### config.mk
export PLATFORM = sky130hd
export DESIGN_NAME = sys_ctrl_sched
export DESIGN_NICKNAME = d
export VERILOG_FILES = /design/src/rtl/sys_ctrl_sched.sv
export SDC_FILE = /design/constraint.sdc
export NUM_CORES = 1
export LEC_CHECK = 0
export BUFFER_PORTS_ARGS = -buffer_cell sky130_fd_sc_hd__buf_2
export CAP_MARGIN = 20
export CORE_AREA = 2 2 92 94
export DETAILED_ROUTE_END_ITERATION = 7
export DIE_AREA = 0 0 94 96
export GPL_ROUTABILITY_DRIVEN = 0
export MAX_ROUTING_LAYER = met4
export PLACE_DENSITY = 0.63
export RECOVER_POWER = 25
export SLEW_MARGIN = 10
export SYNTH_ARGS = -nofsm -noshare
export SYNTH_HDL_FRONTEND = slang
export SYNTH_SLANG_ARGS = --single-unit
export TNS_END_PERCENT = 10
### constraint.sdc
create_clock -name REF_CLK -period 2.04 [get_ports REF_CLK]
set_clock_uncertainty 0.1 [all_clocks]
set_input_delay 0.306 -clock REF_CLK [delete_from_list [all_inputs] [get_ports REF_CLK]]
set_output_delay 0.306 -clock REF_CLK [all_outputs]
set_load 0.005 [all_outputs]
### src/rtl/sys_ctrl_sched.sv
// System controller: decodes UART command bytes into register-file writes and
// reads and ALU operations, then returns results to the TX FIFO. One byte is
// accepted per RX_D_VLD pulse. All outputs are registered.
//
// Strobe semantics: RX_D_VLD, RF_RD_VLD and ALU_OUT_VLD are one-cycle "valid"
// pulses. They are consumed only in the state that waits for them and are
// dropped in every other state. FIFO_FULL is the inverse of "ready" for TX.
// A byte moves on the cycle when TX_D_VLD is high, and TX_D_VLD is only raised
// when FIFO_FULL was low at the deciding edge. RF_WR_EN, RF_RD_EN, ALU_EN and
// TX_D_VLD are one-cycle pulses. Their address, data and function buses hold
// their last value while the pulse is low.
module sys_ctrl_sched #(
  parameter int DATA_WIDTH = 8,
  parameter int ADDR_WIDTH = 4
) (
  input  logic                      REF_CLK,
  input  logic                      RST,
  input  logic [DATA_WIDTH-1:0]     RX_P_DATA,
  input  logic                      RX_D_VLD,
  input  logic [DATA_WIDTH-1:0]     RF_RD_DATA,
  input  logic                      RF_RD_VLD,
  input  logic [2*DATA_WIDTH-1:0]   ALU_OUT,
  input  logic                      ALU_OUT_VLD,
  input  logic                      FIFO_FULL,
  output logic                      RF_WR_EN,
  output logic                      RF_RD_EN,
  output logic [ADDR_WIDTH-1:0]     RF_ADDR,
  output logic [DATA_WIDTH-1:0]     RF_WR_DATA,
  output logic                      ALU_EN,
  output logic [3:0]                ALU_FUN,
  output logic                      CLK_GATE_EN,
  output logic [DATA_WIDTH-1:0]     TX_P_DATA,
  output logic                      TX_D_VLD,
  output logic [3:0]                dbg_state
);

  typedef enum logic [3:0] {
    IDLE     = 4'd0,
    WR_ADDR  = 4'd1,
    WR_DATA  = 4'd2,
    RD_ADDR  = 4'd3,
    RD_WAIT  = 4'd4,
    TX_RD    = 4'd5,
    OPA      = 4'd6,
    OPB      = 4'd7,
    FUN      = 4'd8,
    ALU_WAIT = 4'd9,
    TX_LSB   = 4'd10,
    TX_MSB   = 4'd11
  } state_t;

  localparam logic [DATA_WIDTH-1:0] CMD_WR  = DATA_WIDTH'(8'hAA);
  localparam logic [DATA_WIDTH-1:0] CMD_RD  = DATA_WIDTH'(8'hBB);
  localparam logic [DATA_WIDTH-1:0] CMD_ALU = DATA_WIDTH'(8'hCC);
  localparam logic [DATA_WIDTH-1:0] CMD_FUN = DATA_WIDTH'(8'hDD);

  state_t                    state_q, state_d;
  logic [ADDR_WIDTH-1:0]     wr_addr_q, wr_addr_d;
  logic [DATA_WIDTH-1:0]     rd_data_q, rd_data_d;
  logic [2*DATA_WIDTH-1:0]   alu_res_q, alu_res_d;

  logic                      wr_en_d, rd_en_d, alu_en_d, tx_vld_d, gate_d;
  logic [ADDR_WIDTH-1:0]     rf_addr_d;
  logic [DATA_WIDTH-1:0]     wr_data_d, tx_data_d;
  logic [3:0]                alu_fun_d;

  // A TX push waits for FIFO space. It also waits out the cycle of a previous
  // push, so that back-to-back result bytes never produce two adjacent strobes.
  logic tx_ok;
  assign tx_ok = !FIFO_FULL && !TX_D_VLD;

  assign dbg_state = state_q;

  // Next-state and next-output decode; strobes default low, buses hold.
  always_comb begin
    state_d   = state_q;
    wr_addr_d = wr_addr_q;
    rd_data_d = rd_data_q;
    alu_res_d = alu_res_q;
    wr_en_d   = 1'b0;
    rd_en_d   = 1'b0;
    alu_en_d  = 1'b0;
    tx_vld_d  = 1'b0;
    gate_d    = CLK_GATE_EN;
    rf_addr_d = RF_ADDR;
    wr_data_d = RF_WR_DATA;
    alu_fun_d = ALU_FUN;
    tx_data_d = TX_P_DATA;
    case (state_q)
      IDLE: begin
        if (RX_D_VLD) begin
          if (RX_P_DATA == CMD_WR)       state_d = WR_ADDR;
          else if (RX_P_DATA == CMD_RD)  state_d = RD_ADDR;
          else if (RX_P_DATA == CMD_ALU) state_d = OPA;
          else if (RX_P_DATA == CMD_FUN) state_d = FUN;
        end
      end
      WR_ADDR: begin
        if (RX_D_VLD) begin
          wr_addr_d = RX_P_DATA[ADDR_WIDTH-1:0];
          state_d   = WR_DATA;
        end
      end
      WR_DATA: begin
        if (RX_D_VLD) begin
          wr_en_d   = 1'b1;
          rf_addr_d = wr_addr_q;
          wr_data_d = RX_P_DATA;
          state_d   = IDLE;
        end
      end
      RD_ADDR: begin
        if (RX_D_VLD) begin
          rd_en_d   = 1'b1;
          rf_addr_d = RX_P_DATA[ADDR_WIDTH-1:0];
          state_d   = RD_WAIT;
        end
      end
      RD_WAIT: begin
        if (RF_RD_VLD) begin
          rd_data_d = RF_RD_DATA;
          state_d   = TX_RD;
        end
      end
      TX_RD: begin
        if (tx_ok) begin
          tx_vld_d  = 1'b1;
          tx_data_d = rd_data_q;
          state_d   = IDLE;
        end
      end
      OPA: begin
        if (RX_D_VLD) begin
          wr_en_d   = 1'b1;
          rf_addr_d = '0;
          wr_data_d = RX_P_DATA;
          state_d   = OPB;
        end
      end
      OPB: begin
        if (RX_D_VLD) begin
          wr_en_d   = 1'b1;
          rf_addr_d = ADDR_WIDTH'(1);
          wr_data_d = RX_P_DATA;
          state_d   = FUN;
        end
      end
      FUN: begin
        if (RX_D_VLD) begin
          alu_en_d  = 1'b1;
          alu_fun_d = RX_P_DATA[3:0];
          gate_d    = 1'b1;
          state_d   = ALU_WAIT;
        end
      end
      ALU_WAIT: begin
        if (ALU_OUT_VLD) begin
          alu_res_d = ALU_OUT;
          gate_d    = 1'b0;
          state_d   = TX_LSB;
        end
      end
      TX_LSB: begin
        if (tx_ok) begin
          tx_vld_d  = 1'b1;
          tx_data_d = alu_res_q[DATA_WIDTH-1:0];
          state_d   = TX_MSB;
        end
      end
      TX_MSB: begin
        if (tx_ok) begin
          tx_vld_d  = 1'b1;
          tx_data_d = alu_res_q[2*DATA_WIDTH-1:DATA_WIDTH];
          state_d   = IDLE;
        end
      end
      default: state_d = IDLE;
    endcase
  end

  // State, latched operands/results and registered outputs; reset abandons any command.
  always_ff @(posedge REF_CLK) begin
    if (RST) begin
      state_q     <= IDLE;
      wr_addr_q   <= '0;
      rd_data_q   <= '0;
      alu_res_q   <= '0;
      RF_WR_EN    <= 1'b0;
      RF_RD_EN    <= 1'b0;
      ALU_EN      <= 1'b0;
      TX_D_VLD    <= 1'b0;
      CLK_GATE_EN <= 1'b0;
      RF_ADDR     <= '0;
      RF_WR_DATA  <= '0;
      ALU_FUN     <= '0;
      TX_P_DATA   <= '0;
    end else begin
      state_q     <= state_d;
      wr_addr_q   <= wr_addr_d;
      rd_data_q   <= rd_data_d;
      alu_res_q   <= alu_res_d;
      RF_WR_EN    <= wr_en_d;
      RF_RD_EN    <= rd_en_d;
      ALU_EN      <= alu_en_d;
      TX_D_VLD    <= tx_vld_d;
      CLK_GATE_EN <= gate_d;
      RF_ADDR     <= rf_addr_d;
      RF_WR_DATA  <= wr_data_d;
      ALU_FUN     <= alu_fun_d;
      TX_P_DATA   <= tx_data_d;
    end
  end

endmodule

==> out/qor.yml <==
timing:
  finalSetupTns_ns: 0
  rsz0062_at_grt: "no"
  drv_slew: 0
  setup_viol: 0
  tightest_slew_ns: 0.405
  period_needed_ns: 1.74
  finalHoldViolCount: 0
  fin_crit_sh_pct: 85.1
  timing.fmax_mhz: 576
  timing.slew.headroom_pct: 72.3
  hold_slack_ns: 0.103
critical_path:
  r2r-start: "dbg_state[0]$_SDFFE_PP0P_"
  reg2reg_to: "dbg_state[2]$_SDFFE_PP0P_"
  worstPathRequired_ns: 2.16
  crit_start: "dbg_state[0]$_SDFFE_PP0P_"
  crit_path_start_kind: "flop"
  critPathMaxFanout: 15
  critPathKind: "flop to flop"
  crit_path_end_kind: "flop"
  regToRegSetupSlack_ns: 0.30
  critPathArrivalTime_ns: 1.85
  rr_worst_depth: 5
layout:
  nFillCells: 816
  fin_nets: 394
  drive_above_1_share_pct: 27.1
  area_growth_pct: 24.5
  n_antenna_cell: 0
synth:
  synth-seq-cells: 61
  yosys.area.top_type: "dfxtp_1"
  synthDistinctLibCells: 47
  seq_area_frac_synth_pct: 45.0
  synth_commonest_cells: "nor2_1, dfxtp_1, mux2i_1"
  synth_most_common_cell: "nor2_1"
  syn_inst: 285
  syn_avg_cell_area_sq_um: 9.53
  yosys.area.top_type_share_pct: 45.0
  synth_edf_count: 0
  yosysWarnings: 0
  netlist_area_sq_um: 2720
  async_reset_ff_share_pct: 0
  ys_top_cells_by_area: "dfxtp_1, mux2i_1, nor2_1, a211oi_1, a21oi_1"
  synth_nets: 323
  ys.flop_type: "dfxtp_1"
min_path:
  hold_class: "input pin to flop"
  hold_depth: 3
  whs_endpoint: "rd_data_q[3]$_SDFFE_PP0P_"
  hp-start: "RF_RD_DATA[3]"
detailed_routing:
  viasPerCell: 4.79
  drt_iter0_drc: 111
  top_layer: "met4"
  wire_per_inst_um: 13.6
  drt_pass1_iterations: 4
  wl_met1_um: 3100
  wl_met3_um: 235
  routed-wl-met2_um: 2940
  wl_um: 6350
  routed-via-count: 2233
  ant_nets: 0
  drc: 0
clock_tree:
  clock-sinks: 61
  clock_latency_ns: 0.32
  cts_root_buffer: "clkbuf_8"
  cts.clk_slew.worst_paths_ns: 0.07
  clock_path_buffers: 2
  ctsResizeCount: 0
  post_cts_buffers: 0
  ctsHoldBuffers: 0
  cts_tree: "done"
  cts_made_buffers: 9
  htree_levels: 3
floorplan:
  start_util_pct: 33.7
  die_x_um: 94
  io_pins: 71
  die_h_um: 96
  row_count: 33
  core_region_area_sq_um: 8050
  die-area_sq_um: 9020
power_and_ir_drop:
  p_int_mw: 1.90
  p_comb_share_pct: 4.2
  seqPwrFrac_pct: 49.4
  finalPower_mw: 2.41
  p_switching_mw: 0.515
  p_sw_share_pct: 21.3
  leakage_nw: 1.37
  clkPwrFrac_pct: 46.4
  power_density_nw_per_um2: 714
  peakVddDrop_mv: 0.323
placed_design:
  portBuffers: 70
  dp_hpwl_um: 4530
global_route:
  grt_max_degree: 31
  grt_pass1_wl_um: 10100
  grt_pass1_vias: 2065
  grtUsageTotal_pct: 14.8
  antenna_found_initial: 0
  grt_overflow: 0
run:
  cap_violations: 0
status:
  outcome: "finished clean"
==> cell families after synthesis <==
logic type             count (synthesis)  share of synthesized area [%]
flip-flops                            61                           45.0
AO/OA/AOI/OAI                         46                           12.9
AND/OR/NAND/NOR                      103                           18.9
buffers and inverters                 24                           4.51
XOR/XNOR                               2                          0.645
multiplexers                          49                           18.1
==> worst max-delay path by stage <==
| stage | endpoint | slack, ns | depth (start not counted) |
|---|---|---|---|
| finish | dbg_state[2]$_SDFFE_PP0P_ | 0.30 | 5 |
| CTS | dbg_state[2]$_SDFFE_PP0P_ | 0.32 | 5 |
| global route | rd_data_q[1]$_SDFFE_PP0P_ | 0.16 | 4 |
| detailed placement | dbg_state[2]$_SDFFE_PP0P_ | 0.34 | 5 |
| global placement | ALU_FUN[2]$_SDFFE_PP0P_ | 0.35 | 5 |
| floorplan | dbg_state[1]$_SDFFE_PP0P_ | 0.36 | 7 |
==> placed cells by master (no fill, tap or decap), types with 2 or more instances in the layout <==
cell type  instances
nor2_1            70
dfxtp_1           61
buf_2             58
mux2i_1           49
clkbuf_1          13
a211oi_1          12
clkbuf_8          12
a21oi_1           11
buf_4             11
and4bb_2           4
nand4b_1           3
o21ai_0            3
a22oi_1            3
nor2b_1            3
nand2_1            3
inv_1              2
nand2b_1           2
nor3_1             2
o21a_1             2
xnor2_1            2
nand3_1            2
and4_1             2
and3_1             2
a31oi_1            2
==> stage by stage <==
| step | util [%] | std cells | instance area (sq um) | setup slack, ns |
|---|---|---|---|---|
| 2_1_floorplan | - | 285 | 2720 | 0.364 |
| 3_3_place_gp | 39.6 | 450 | 3190 | 0.350 |
| 3_5_place_dp | 39.6 | 450 | 3190 | 0.336 |
| 4_1_cts | 42.2 | 466 | 3400 | 0.322 |
| 5_1_grt | 42.0 | 466 | 3380 | 0.156 |
| 6_report | 42.0 | 466 | 3380 | 0.305 |
==> final cells by class <==
class / instances / area (sq um) / area share (%)
multi-input cells: 200 / 1370 / 40.6
flip-flops and latches: 61 / 1220 / 36.1
repair buffers: 82 / 438 / 12.9
clock buffers: 13 / 169 / 4.99
well taps: 105 / 131 / 3.88
clock inverters: 3 / 42.5 / 1.26
inverters: 2 / 7.51 / 0.222
==> sequential cells by signal, summed over array words and instances, names as in the netlist, 4 cells and up <==
| name | cells |
|---|---|
| alu_res_q | 16 |
| RF_WR_DATA | 8 |
| TX_P_DATA | 8 |
| rd_data_q | 8 |
| ALU_FUN | 4 |
| RF_ADDR | 4 |
| dbg_state | 4 |
| wr_addr_q | 4 |
==> worst max-delay path: stages (launching register included) <==
cell and delay, ns:
dfxtp_1 0.39, buf_4 0.24, nor4_1 0.36, o21a_1 0.22, nor2_1 0.07, o221a_2 0.25
==> power by group through the flow <==
stage | clock network [mW] | logic (mW) | registers, mW
final | 1.12 | 0.102 | 1.19
after global routing | 1.20 | 0.111 | 1.19
after CTS | 1.15 | 0.102 | 1.19
after detailed placement | 0 | 0.102 | 1.22
after global placement | 0 | 0.101 | 1.22
after floorplan | 0 | 0.0414 | 1.22
==> routing by layer <==
layer / track usage [%] / vias up
met4: 5.80 / 0
met2: 22.4 / 44
li1: - / 1149
met5: - / -
met3: 3.29 / 6
met1: 19.3 / 1034
Power figures use the tool's default switching activity.
